==> config.mk <==
export PLATFORM = sky130hd
export DESIGN_NAME = mult_div_unit
export DESIGN_NICKNAME = d
export VERILOG_FILES = /design/src/rtl/mult_div_unit.sv
export SDC_FILE = /design/constraint.sdc
export NUM_CORES = 1
export LEC_CHECK = 0
export CAP_MARGIN = 10
export CORE_MARGIN = 8
export CORE_UTILIZATION = 53
export CTS_BUF_LIST = sky130_fd_sc_hd__clkbuf_4
export CTS_CLUSTER_DIAMETER = 120
export DETAILED_ROUTE_END_ITERATION = 8
export PLACE_DENSITY = 0.76
export SLEW_MARGIN = 20
export SYNTH_ARGS = -nofsm -noshare
export SYNTH_HDL_FRONTEND = slang
export SYNTH_SLANG_ARGS = --single-unit
==> constraint.sdc <==
create_clock -name Clk -period 4.7 [get_ports Clk]
set_clock_uncertainty 0.1 [all_clocks]
set_input_delay 1.41 -clock Clk [delete_from_list [all_inputs] [get_ports Clk]]
set_output_delay 1.41 -clock Clk [all_outputs]
set_load 0.01 [all_outputs]
==> src/rtl/mult_div_unit.sv <==
`default_nettype none
// ============================================================================
// Module   : mult_div_unit
// Purpose  : Iterative signed 32x32 multiply (radix-2 Booth) and signed
//            32/32 divide (restoring, on magnitudes) with a sign-fix cycle.
//            Optional macro MULT_DIV_UNIT_DIVZERO_EN adds an early-exit
//            divide-by-zero path and the Div_zero flag.
// Revision : 1.0 - initial release
// ============================================================================
module mult_div_unit #(
  parameter int ITER = 32
) (
  input  logic        Clk,
  input  logic        Reset,
  input  logic        Start_mult,
  input  logic        Start_div,
  input  logic [31:0] A,
  input  logic [31:0] B,
  output logic        Busy,
  output logic        Done,
  output logic [31:0] Mult_hi,
  output logic [31:0] Mult_lo,
  output logic [31:0] Div_hi,
  output logic [31:0] Div_lo
`ifdef MULT_DIV_UNIT_DIVZERO_EN
  ,
  output logic        Div_zero
`endif
);

  localparam int CW = (ITER > 1) ? $clog2(ITER) : 1;
  localparam logic [CW-1:0] C_LAST = CW'(ITER - 1);

  typedef enum logic [2:0] {
    ST_IDLE = 3'd0,
    ST_MULT = 3'd1,
    ST_DIV  = 3'd2,
    ST_FIX  = 3'd3,
    ST_DONE = 3'd4
  } state_t;

  state_t         state_q, state_d;
  logic [CW-1:0]  cnt_q, cnt_d;
  logic           is_mult_q, is_mult_d;
  logic           sa_q, sa_d;          // dividend sign
  logic           sb_q, sb_d;          // divisor sign
  // Mult: hi = 33-bit Booth accumulator, lo = multiplier / product low half.
  // Div : hi = partial remainder, lo = dividend magnitude shifting into quotient.
  logic [32:0]    hi_q, hi_d;
  logic [31:0]    lo_q, lo_d;
  logic [31:0]    opnd_q, opnd_d;      // multiplicand, or divisor magnitude
  logic           qm1_q, qm1_d;        // Booth q[-1] bit
  logic [31:0]    mult_hi_q, mult_hi_d;
  logic [31:0]    mult_lo_q, mult_lo_d;
  logic [31:0]    div_hi_q, div_hi_d;
  logic [31:0]    div_lo_q, div_lo_d;
`ifdef MULT_DIV_UNIT_DIVZERO_EN
  logic           dz_q, dz_d;
`endif

  logic [32:0]    m_ext;
  logic [32:0]    booth_acc;
  logic [32:0]    div_sh;
  logic [32:0]    div_sub;
  logic           div_ge;
  logic [31:0]    abs_a;
  logic [31:0]    abs_b;

  // Per-iteration arithmetic shared by the MULT and DIV states
  always_comb begin
    m_ext = {opnd_q[31], opnd_q};
    case ({lo_q[0], qm1_q})
      2'b01:   booth_acc = hi_q + m_ext;
      2'b10:   booth_acc = hi_q - m_ext;
      default: booth_acc = hi_q;
    endcase
    div_sh  = {hi_q[31:0], lo_q[31]};
    div_ge  = (div_sh >= {1'b0, opnd_q});
    div_sub = div_sh - {1'b0, opnd_q};
    abs_a   = A[31] ? (32'd0 - A) : A;
    abs_b   = B[31] ? (32'd0 - B) : B;
  end

  // Next-state and datapath update; every register holds by default
  always_comb begin
    state_d   = state_q;
    cnt_d     = cnt_q;
    is_mult_d = is_mult_q;
    sa_d      = sa_q;
    sb_d      = sb_q;
    hi_d      = hi_q;
    lo_d      = lo_q;
    opnd_d    = opnd_q;
    qm1_d     = qm1_q;
    mult_hi_d = mult_hi_q;
    mult_lo_d = mult_lo_q;
    div_hi_d  = div_hi_q;
    div_lo_d  = div_lo_q;
`ifdef MULT_DIV_UNIT_DIVZERO_EN
    dz_d      = 1'b0;
`endif
    case (state_q)
      ST_IDLE: begin
        cnt_d = '0;
        if (Start_mult) begin
          is_mult_d = 1'b1;
          hi_d      = '0;
          lo_d      = B;
          opnd_d    = A;
          qm1_d     = 1'b0;
          state_d   = ST_MULT;
        end else if (Start_div) begin
          is_mult_d = 1'b0;
          sa_d      = A[31];
          sb_d      = B[31];
          hi_d      = '0;
          lo_d      = abs_a;
          opnd_d    = abs_b;
          state_d   = ST_DIV;
`ifdef MULT_DIV_UNIT_DIVZERO_EN
          if (B == 32'd0) begin
            dz_d    = 1'b1;
            state_d = ST_DONE;
          end
`endif
        end
      end
      ST_MULT: begin
        hi_d  = {booth_acc[32], booth_acc[32:1]};
        lo_d  = {booth_acc[0], lo_q[31:1]};
        qm1_d = lo_q[0];
        cnt_d = cnt_q + 1'b1;
        if (cnt_q == C_LAST) state_d = ST_FIX;
      end
      ST_DIV: begin
        hi_d  = div_ge ? div_sub : div_sh;
        lo_d  = {lo_q[30:0], div_ge};
        cnt_d = cnt_q + 1'b1;
        if (cnt_q == C_LAST) state_d = ST_FIX;
      end
      ST_FIX: begin
        if (is_mult_q) begin
          mult_hi_d = hi_q[31:0];
          mult_lo_d = lo_q;
        end else begin
          div_lo_d = (sa_q ^ sb_q) ? (32'd0 - lo_q) : lo_q;
          div_hi_d = sa_q ? (32'd0 - hi_q[31:0]) : hi_q[31:0];
        end
        state_d = ST_DONE;
      end
      ST_DONE: begin
        state_d = ST_IDLE;
      end
      default: begin
        state_d = ST_IDLE;
      end
    endcase
  end

  // State and datapath registers with synchronous reset
  always_ff @(posedge Clk) begin
    if (Reset) begin
      state_q   <= ST_IDLE;
      cnt_q     <= '0;
      is_mult_q <= 1'b0;
      sa_q      <= 1'b0;
      sb_q      <= 1'b0;
      hi_q      <= '0;
      lo_q      <= '0;
      opnd_q    <= '0;
      qm1_q     <= 1'b0;
      mult_hi_q <= '0;
      mult_lo_q <= '0;
      div_hi_q  <= '0;
      div_lo_q  <= '0;
`ifdef MULT_DIV_UNIT_DIVZERO_EN
      dz_q      <= 1'b0;
`endif
    end else begin
      state_q   <= state_d;
      cnt_q     <= cnt_d;
      is_mult_q <= is_mult_d;
      sa_q      <= sa_d;
      sb_q      <= sb_d;
      hi_q      <= hi_d;
      lo_q      <= lo_d;
      opnd_q    <= opnd_d;
      qm1_q     <= qm1_d;
      mult_hi_q <= mult_hi_d;
      mult_lo_q <= mult_lo_d;
      div_hi_q  <= div_hi_d;
      div_lo_q  <= div_lo_d;
`ifdef MULT_DIV_UNIT_DIVZERO_EN
      dz_q      <= dz_d;
`endif
    end
  end

  assign Busy    = (state_q == ST_MULT) || (state_q == ST_DIV) || (state_q == ST_FIX);
  assign Done    = (state_q == ST_DONE);
  assign Mult_hi = mult_hi_q;
  assign Mult_lo = mult_lo_q;
  assign Div_hi  = div_hi_q;
  assign Div_lo  = div_lo_q;
`ifdef MULT_DIV_UNIT_DIVZERO_EN
  assign Div_zero = dz_q;
`endif

endmodule
`default_nettype wire

==> results of run 1 <==
==> cell type report <==
cell class	count	share of cell area, %
diodes	2	0.0243
clock buffers	96	3.50
clock inverters	25	0.783
inverters	64	1.17
multi-input cells	1827	55.1
flip-flops and latches	237	23.0
well taps	402	2.44
repair buffers	313	14.0
==> registers in the layout (all words and copies together), names as in the netlist <==
register and cells:
state_q 3, cnt_q 5, lo_q 32, opnd_q 32, Div_hi 32, sa_q 1
Mult_hi 32, qm1_q 1, hi_q 33, Mult_lo 32, is_mult_q 1, sb_q 1
Div_lo 32
==> logic make-up (layout without fill, tap and decap cells) <==
family / after synthesis / count (layout)
buffers and inverters: 253 / 498
other: 0 / 2
flip-flops: 237 / 237
multiplexers: 38 / 38
AO/OA/AOI/OAI: 724 / 724
AND/OR/NAND/NOR: 800 / 800
adder cells (fa/ha/maj): 74 / 74
XOR/XNOR: 191 / 191
==> worst min-delay path by stage <==
stage,from,end,slack (ns),cells after the start
6_report,Div_hi[28],Div_hi[28],0.35,2
5_1_grt,Mult_lo[3],Mult_lo[3],0.37,2
4_1_cts,Div_hi[28],Div_hi[28],0.35,2
3_5_place_dp,Div_lo[28],Div_lo[28],0.35,2
3_3_place_gp,Div_hi[24],Div_hi[24],0.34,2
2_1_floorplan,opnd_q[1],opnd_q[1],0.35,2
==> cell usage in the layout (no fill, tap or decap), types with 7 or more instances in the layout <==
cell type,synthesis,final
mux2i_1,16,16
or2_2,8,8
and2_1,10,9
or4_1,22,22
a222oi_1,44,44
o41ai_1,18,18
nand2_1,386,385
clkinv_1,0,18
xor2_1,98,98
nor3_1,39,38
a211oi_1,94,94
nand2b_1,17,17
a311oi_1,10,10
nor2b_1,15,14
o21ai_0,151,150
o21a_1,14,14
mux2_2,22,22
dfxtp_1,237,237
nand3_1,25,25
a221oi_1,8,8
a21oi_1,224,221
ha_1,72,72
clkbuf_4,0,96
nor4_1,12,12
inv_1,64,63
a22oi_1,11,11
o22ai_1,7,7
nor2_1,188,186
nand3b_1,8,8
xnor2_1,93,92
buf_4,1,114
clkdlybuf4s50_1,0,195
a21o_1,34,34
o31ai_1,28,27
a31oi_1,26,26
o211ai_1,11,11
nand4_1,16,16
and3_1,14,14
or3_1,16,16
==> power groups by stage <==
stage / Sequential [uW] / Clock, uW / Combinational (uW)
after floorplan: 2300 / 0 / 2700
after global placement: 2400 / 0 / 3740
after detailed placement: 2410 / 0 / 3780
after CTS: 2360 / 2010 / 3810
after global routing: 2380 / 2140 / 4210
final: 2370 / 1980 / 3890
==> metrics by stage <==
stage               total power, uW  hold slack, ns  cells
detailed placement             6190           0.346   2843
global placement               6140           0.341   2843
global route                   8740           0.370   2966
floorplan                      5000           0.346   2317
CTS                            8180           0.352   2964
finish                         8240           0.351   2966
==> per-layer routing <==
| metal | up-vias | share of wire, % |
|---|---|---|
| met5 | - | 0 |
| met2 | 840 | 46 |
| met1 | 8563 | 40 |
| li1 | 8753 | - |
| met3 | 149 | 8.2 |
| met4 | 0 | 4.9 |
==> worst reg2reg max path, cell delays in order (launching register included) <==
cell,delay [ns]
dfxtp_1,0.38
nor4_1,0.65
and3_1,0.33
and2_1,0.17
and3_1,0.25
a21oi_1,0.11
xnor2_1,0.13
buf_4,0.16
ha_1,0.35
a21o_1,0.18
a21o_1,0.16
a21oi_1,0.18
o21ai_0,0.12
a21o_1,0.19
a21oi_1,0.17
mux2_2,0.35
o21ai_1,0.18
a31oi_1,0.10
==> timing repair <==
action / CTS / global route
gates resized for setup: 0 / 5
endpoints found under the hold margin: 0 / 0
endpoints found under the setup margin: 0 / 3
==> results.tsv, run 1 <==
stage	metric	value	unit
status	status	complete, no violations	
global_routing	first-pass GRT wire length	98200	um
finish	Final Cell Area	20600	um^2
synth	Synth cell types	72	
critical_path	worst r2r src	opnd_q[7]	
global_routing	Total GRT Usage	32.0	%
place	Post-DP HPWL	48600	um
global_routing	grt met3 use	6.16	%
critical_path	Data arrival, critical path	4.86	ns
place	post-placement cell area	19700	um^2
clock_network	CTS tree	built	
critical_path	Crit Path Class	reg2reg	
critical_path	cells on worst reg2reg path	17	
global_routing	initial antenna violation count	2	
timing	Max Slew Vio Count	0	
synth	Top FF cell, synth	dfxtp_1	
critical_path	Crit-path slowest cell	nor4_1	
clock_network	Num CTS Buffers	68	
timing	Max transition margin	30.9	%
pwr	Psw	3420	uW
synth	#FFs+latches synth	237	
synth	Synth area leaders	dfxtp_1, nand2_1, a21oi_1	
finish	Multi-input gate area	11400	um^2
critical_path	WP data required	5.13	ns
die	die area	38000	um^2
pwr	leakage	0.00803	uW
pwr	PwrDens	400	nW/um^2
finish	Layout Area Growth over Synthesis	21.3	%
critical_path	max incr delay on CP	0.65	ns
global_routing	Most Crowded Layer GR	met2	
clock_network	worst skew pair latency	0.73	ns
finish	Register Area	4740	um^2
die	Vert. Die Dim	195	um
critical_path	Setup crit end	hi_q[29]	
drt	Initial DRT Pass Iterations	7	
synth	top cells by count, synth	nand2_1, dfxtp_1, a21oi_1	
clock_network	clock-pin slew on the worst setup and hold paths	0.06	ns
critical_path	R2R Path End	hi_q[29]	
critical_path	WP depth	17	
synth	share of the synthesized area in the top cell type	27.9	%
clock_network	CTS max path bufs	3	
synth	sequential area share after synthesis	27.9	%
synth	Synth Instances	2317	
finish	Fillers	2860	
critical_path	Worst Setup Start Kind	register	
place	Port Buffers	197	
synth	post-synthesis simple-gate area fraction	21.1	%
clock_network	H-tree Lvls	3	
global_routing	vias in the first global route	17300	
pwr	Peak supply drop	0.262	mV
timing	Final Cycle Share	94.1	%
pwr	Switching Share	41.5	%
synth	mux share of post-synthesis cell area	2.40	%
synth	post-synth top area cell	dfxtp_1	
timing	fin crit period	4.42	ns
finish	layout cells sized above 1	10.8	%
global_routing	met1 usage	39.4	%
critical_path	CP top delay family	simple AND/OR/NAND/NOR gates	
timing	highest clock rate	226	MHz
synth	Synth async-reset ratio	0	%
drt	final wirelength	63200	um
timing	worst slew pin tran	1.04	ns
drt	Final ANT Viol Nets	0	
critical_path	endpoint type of the worst setup path	register	
synth	post-synthesis adder-cell area fraction	5.54	%
critical_path	Reg2Reg Setup Slack	0.28	ns
place	Placer Congestion	1.04	
drt	Iter 0 DRT Violations	1905	
critical_path	Buf+Inv Stages, Crit Path	1	
timing	Worst Slack Setup Final	0.276	ns
die	initial core utilization	53.9	%
worst_hold_path	worst hold path class	reg2reg	
clock_network	setup bufs post-CTS	0	
pwr	Clock power frac	24.0	%
pwr	Comb power frac	47.2	%
place	dpl ws	0.113	ns
synth	count leader, synth	nand2_1	
finish	Final Core Density	65.3	%
synth	Net Count, Synth	2459	
timing	# setup viols final	0	
synth	average footprint of a synthesized cell	7.33	um^2
die	Chip Width	195	um
die	core area	31600	um^2
critical_path	CP max FO	5	
drt	via/cell ratio	6.17	
timing	Hold Fails Final Rpt	0	
drt	via count	18300	
finish	Final nets	2653	
clock_network	clk sinks	237	
job	MaxCap Viol Count	0	
die	io pins	198	
clock_network	clock root buffer	clkbuf_4	
synth	Synth Area in Compound Gates	27.5	%
global_routing	largest net degree at the start of global routing	100	
synth	Cell Area, Synth	17000	um^2
drt	wire per inst	21.3	um
synth	Post-synth EDFFs	0	
timing	RSZ-0062 raised after global routing	no	
timing	setup TNS	0	ns
drt	post-route DRC violation count	0	
pwr	internal power	4820	uW
synth	Ys Warns	0	
pwr	Flop pwr share	28.8	%
synth	largest family of logic cells by synthesized area	compound AO/OA/AOI/OAI gates	
critical_path	CP Cell Sequence	nor4_1, and3_1, and2_1, and3_1, a21oi_1, xnor2_1, buf_4, ha_1, a21o_1, a21o_1, a21oi_1, o21ai_0, a21o_1, a21oi_1, mux2_2, o21ai_1, a31oi_1	
clock_network	cts-stage hold buffer count	0	
global_routing	grt met2 use	52.7	%
synth	xor/xnor share of the synthesized area	9.84	%
critical_path	critical path startpoint	opnd_q[7]	
die	# rows	65	
global_routing	GRT overflow	0	
Note: power is estimated with default switching activity, not from simulation.
==> run 2, diff against run 1 <==
- CTS_BUF_LIST: sky130_fd_sc_hd__clkbuf_4 -> not set
- REMOVE_ABC_BUFFERS: not set -> 1
==> results.tsv, run 2 (synthesis gave the netlist of run 1 again) <==
stage	metric	value	unit	change
status	status	complete, no violations		
critical_path	CP max FO	6		+1
finish	Layout Area Growth over Synthesis	20.8	%	
timing	Final Cycle Share	91.7	%	-2.4 points
critical_path	R2R Path End	hi_q[31]		
critical_path	Data arrival, critical path	4.67	ns	-0.19 ns
pwr	leakage	0.00788	uW	-1.9%
die	io pins	198		unchanged
die	die area	38000	um^2	unchanged
drt	post-route DRC violation count	0		unchanged
place	Placer Congestion	0.956		-8.3%
critical_path	Setup crit end	hi_q[31]		
critical_path	Crit Path Class	reg2reg		
die	core area	31600	um^2	unchanged
global_routing	Total GRT Usage	27.9	%	-4.1 points
place	Port Buffers	197		unchanged
clock_network	cts-stage hold buffer count	0		unchanged
timing	fin crit period	4.31	ns	-0.114 ns
drt	via/cell ratio	6.05		-1.9%
pwr	PwrDens	412	nW/um^2	+3.0%
critical_path	Worst Setup Start Kind	register		
drt	Initial DRT Pass Iterations	7		unchanged
finish	ANT cells	0		-2
finish	most frequent cells in the layout	nand2_1, dfxtp_1, a21oi_1		
die	Chip Width	195	um	unchanged
global_routing	vias in the first global route	16800		-2.9%
global_routing	GRT overflow	0		unchanged
timing	setup TNS	0	ns	unchanged
critical_path	cells on worst reg2reg path	18		+1
global_routing	first-pass GRT wire length	89100	um	-9.2%
finish	Top reg by flops	hi_q		
global_routing	largest net degree at the start of global routing	72		-28%
critical_path	endpoint type of the worst setup path	register		
global_routing	initial antenna violation count	0		-2
clock_network	CTS max path bufs	3		unchanged
finish	Fillers	2820		-1.4%
timing	Hold Fails Final Rpt	0		unchanged
clock_network	H-tree Lvls	1		-2
timing	highest clock rate	232	MHz	+2.6%
finish	layout cells sized above 1	7.71	%	-3.1 points
place	Post-DP HPWL	41300	um	-15%
finish	Final nets	2586		-2.5%
place	post-placement cell area	19500	um^2	-1.0%
drt	Final ANT Viol Nets	0		unchanged
critical_path	Reg2Reg Setup Slack	0.39	ns	+0.11 ns
timing	# setup viols final	0		unchanged
clock_network	CTS tree	built		
clock_network	Num CTS Buffers	28		-59%
timing	Max transition margin	21.6	%	-9.3 points
clock_network	clock root buffer	clkbuf_16		
drt	final wirelength	55400	um	-12%
worst_hold_path	worst hold path class	reg2reg		
drt	via count	17300		-5.3%
clock_network	worst skew pair latency	0.56	ns	-0.17 ns
clock_network	setup bufs post-CTS	0		unchanged
timing	worst slew pin tran	1.17	ns	+0.135 ns
timing	RSZ-0062 raised after global routing	no		
job	MaxCap Viol Count	0		unchanged
timing	Worst Slack Setup Final	0.389	ns	+0.114 ns
drt	Iter 0 DRT Violations	1900		-0.26%
clock_network	clk sinks	237		unchanged
timing	Max Slew Vio Count	0		unchanged
pwr	Tot Pwr	8450	uW	+2.5%
die	initial core utilization	53.9	%	unchanged
critical_path	worst r2r src	opnd_q[1]		
finish	max reg flops	33		unchanged
place	dpl ws	-0.0411	ns	-0.154 ns
clock_network	clock-pin slew on the worst setup and hold paths	0.06	ns	about the same
drt	wire per inst	19.3	um	-9.2%
pwr	Peak supply drop	0.375	mV	+43%
critical_path	WP data required	5.05	ns	-0.08 ns
finish	Final Cell Area	20500	um^2	-0.44%
critical_path	critical path startpoint	opnd_q[1]		
die	# rows	65		unchanged
finish	commonest non-fill, non-tap cell in the layout	nand2_1		
die	Vert. Die Dim	195	um	unchanged
-- run 2: cell count changes in the layout (fill, tap and decap cells not counted), sizes merged --
cell	before	now
buf	118	91
clkinvlp	2	0
diode	2	0
inv	64	65
clkinv	21	6
clkbuf	96	39
bufinv	2	4
-- run 2: per-layer routing --
| layer | vias up | track usage (%) | part of all wire, % | routed length, um |
|---|---|---|---|---|
| met5 | - | 0 | 0 | 0 |
| met4 | 0 | 7.58 | 2.8 | 1540 |
| met3 | 89 | 5.83 | 8.2 | 4570 |
| met2 | 643 | 47.4 | 46 | 25600 |
| met1 | 8058 | 35.4 | 43 | 23700 |
| li1 | 8553 | - | - | - |
-- run 2: power breakdown --
group          total (uW)  internal (uW)  leakage, uW  switching, uW
Clock                2340           1450     0.000501            889
Combinational        3730           1580      0.00545           2150
Sequential           2370           2150      0.00193            228
-- run 2: critical path, cell delays in order, from the launching register on --
cell      delay, ns
dfxtp_1        0.31
inv_1          0.16
ha_1           0.24
nor4b_1        0.25
buf_4          0.18
and3_1         0.35
and4_1         0.37
buf_4          0.16
a21oi_1        0.07
xnor2_1        0.31
ha_1           0.36
nand3_1        0.17
or2_2          0.13
o22ai_1        0.06
a31oi_1        0.26
mux2i_1        0.28
o21ai_0        0.12
o31a_1         0.13
a311oi_1       0.22
-- run 2: area by class of cell --
class / instances / area (um^2) / area share (%)
Clock buffer: 39 / 832 / 4.05
Clock inverter: 11 / 176 / 0.860
Inverter: 64 / 240 / 1.17
Multi-Input combinational cell: 1827 / 11400 / 55.3
Sequential cell: 237 / 4740 / 23.1
Tap cell: 402 / 503 / 2.45
Timing Repair Buffer: 286 / 2680 / 13.0
-- run 2: through the flow --
step / hold WS, ns / util, % / cells
CTS: 0.351 / 65.0 / 2866
global route: 0.364 / 65.0 / 2866
global placement: 0.338 / 61.8 / 2816
finish: 0.347 / 65.0 / 2866
floorplan: 0.340 / - / 2128
detailed placement: 0.345 / 61.8 / 2816
-- run 2: worst min-delay path by stage --
stage / slack [ns] / to / startpoint / depth (start not counted)
6_report: 0.35 / Div_hi[18] / Div_hi[18] / 2
5_1_grt: 0.36 / Div_hi[18] / Div_hi[18] / 2
4_1_cts: 0.35 / Div_hi[18] / Div_hi[18] / 2
3_5_place_dp: 0.34 / Div_hi[16] / Div_hi[16] / 2
3_3_place_gp: 0.34 / Div_hi[14] / Div_hi[14] / 2
2_1_floorplan: 0.34 / opnd_q[1] / opnd_q[1] / 2
-- run 2: what timing repair did --
item / CTS / global route
endpoints found under the setup margin: 0 / 1
hold endpoints to repair: 0 / 0
gates resized for setup: 0 / 1
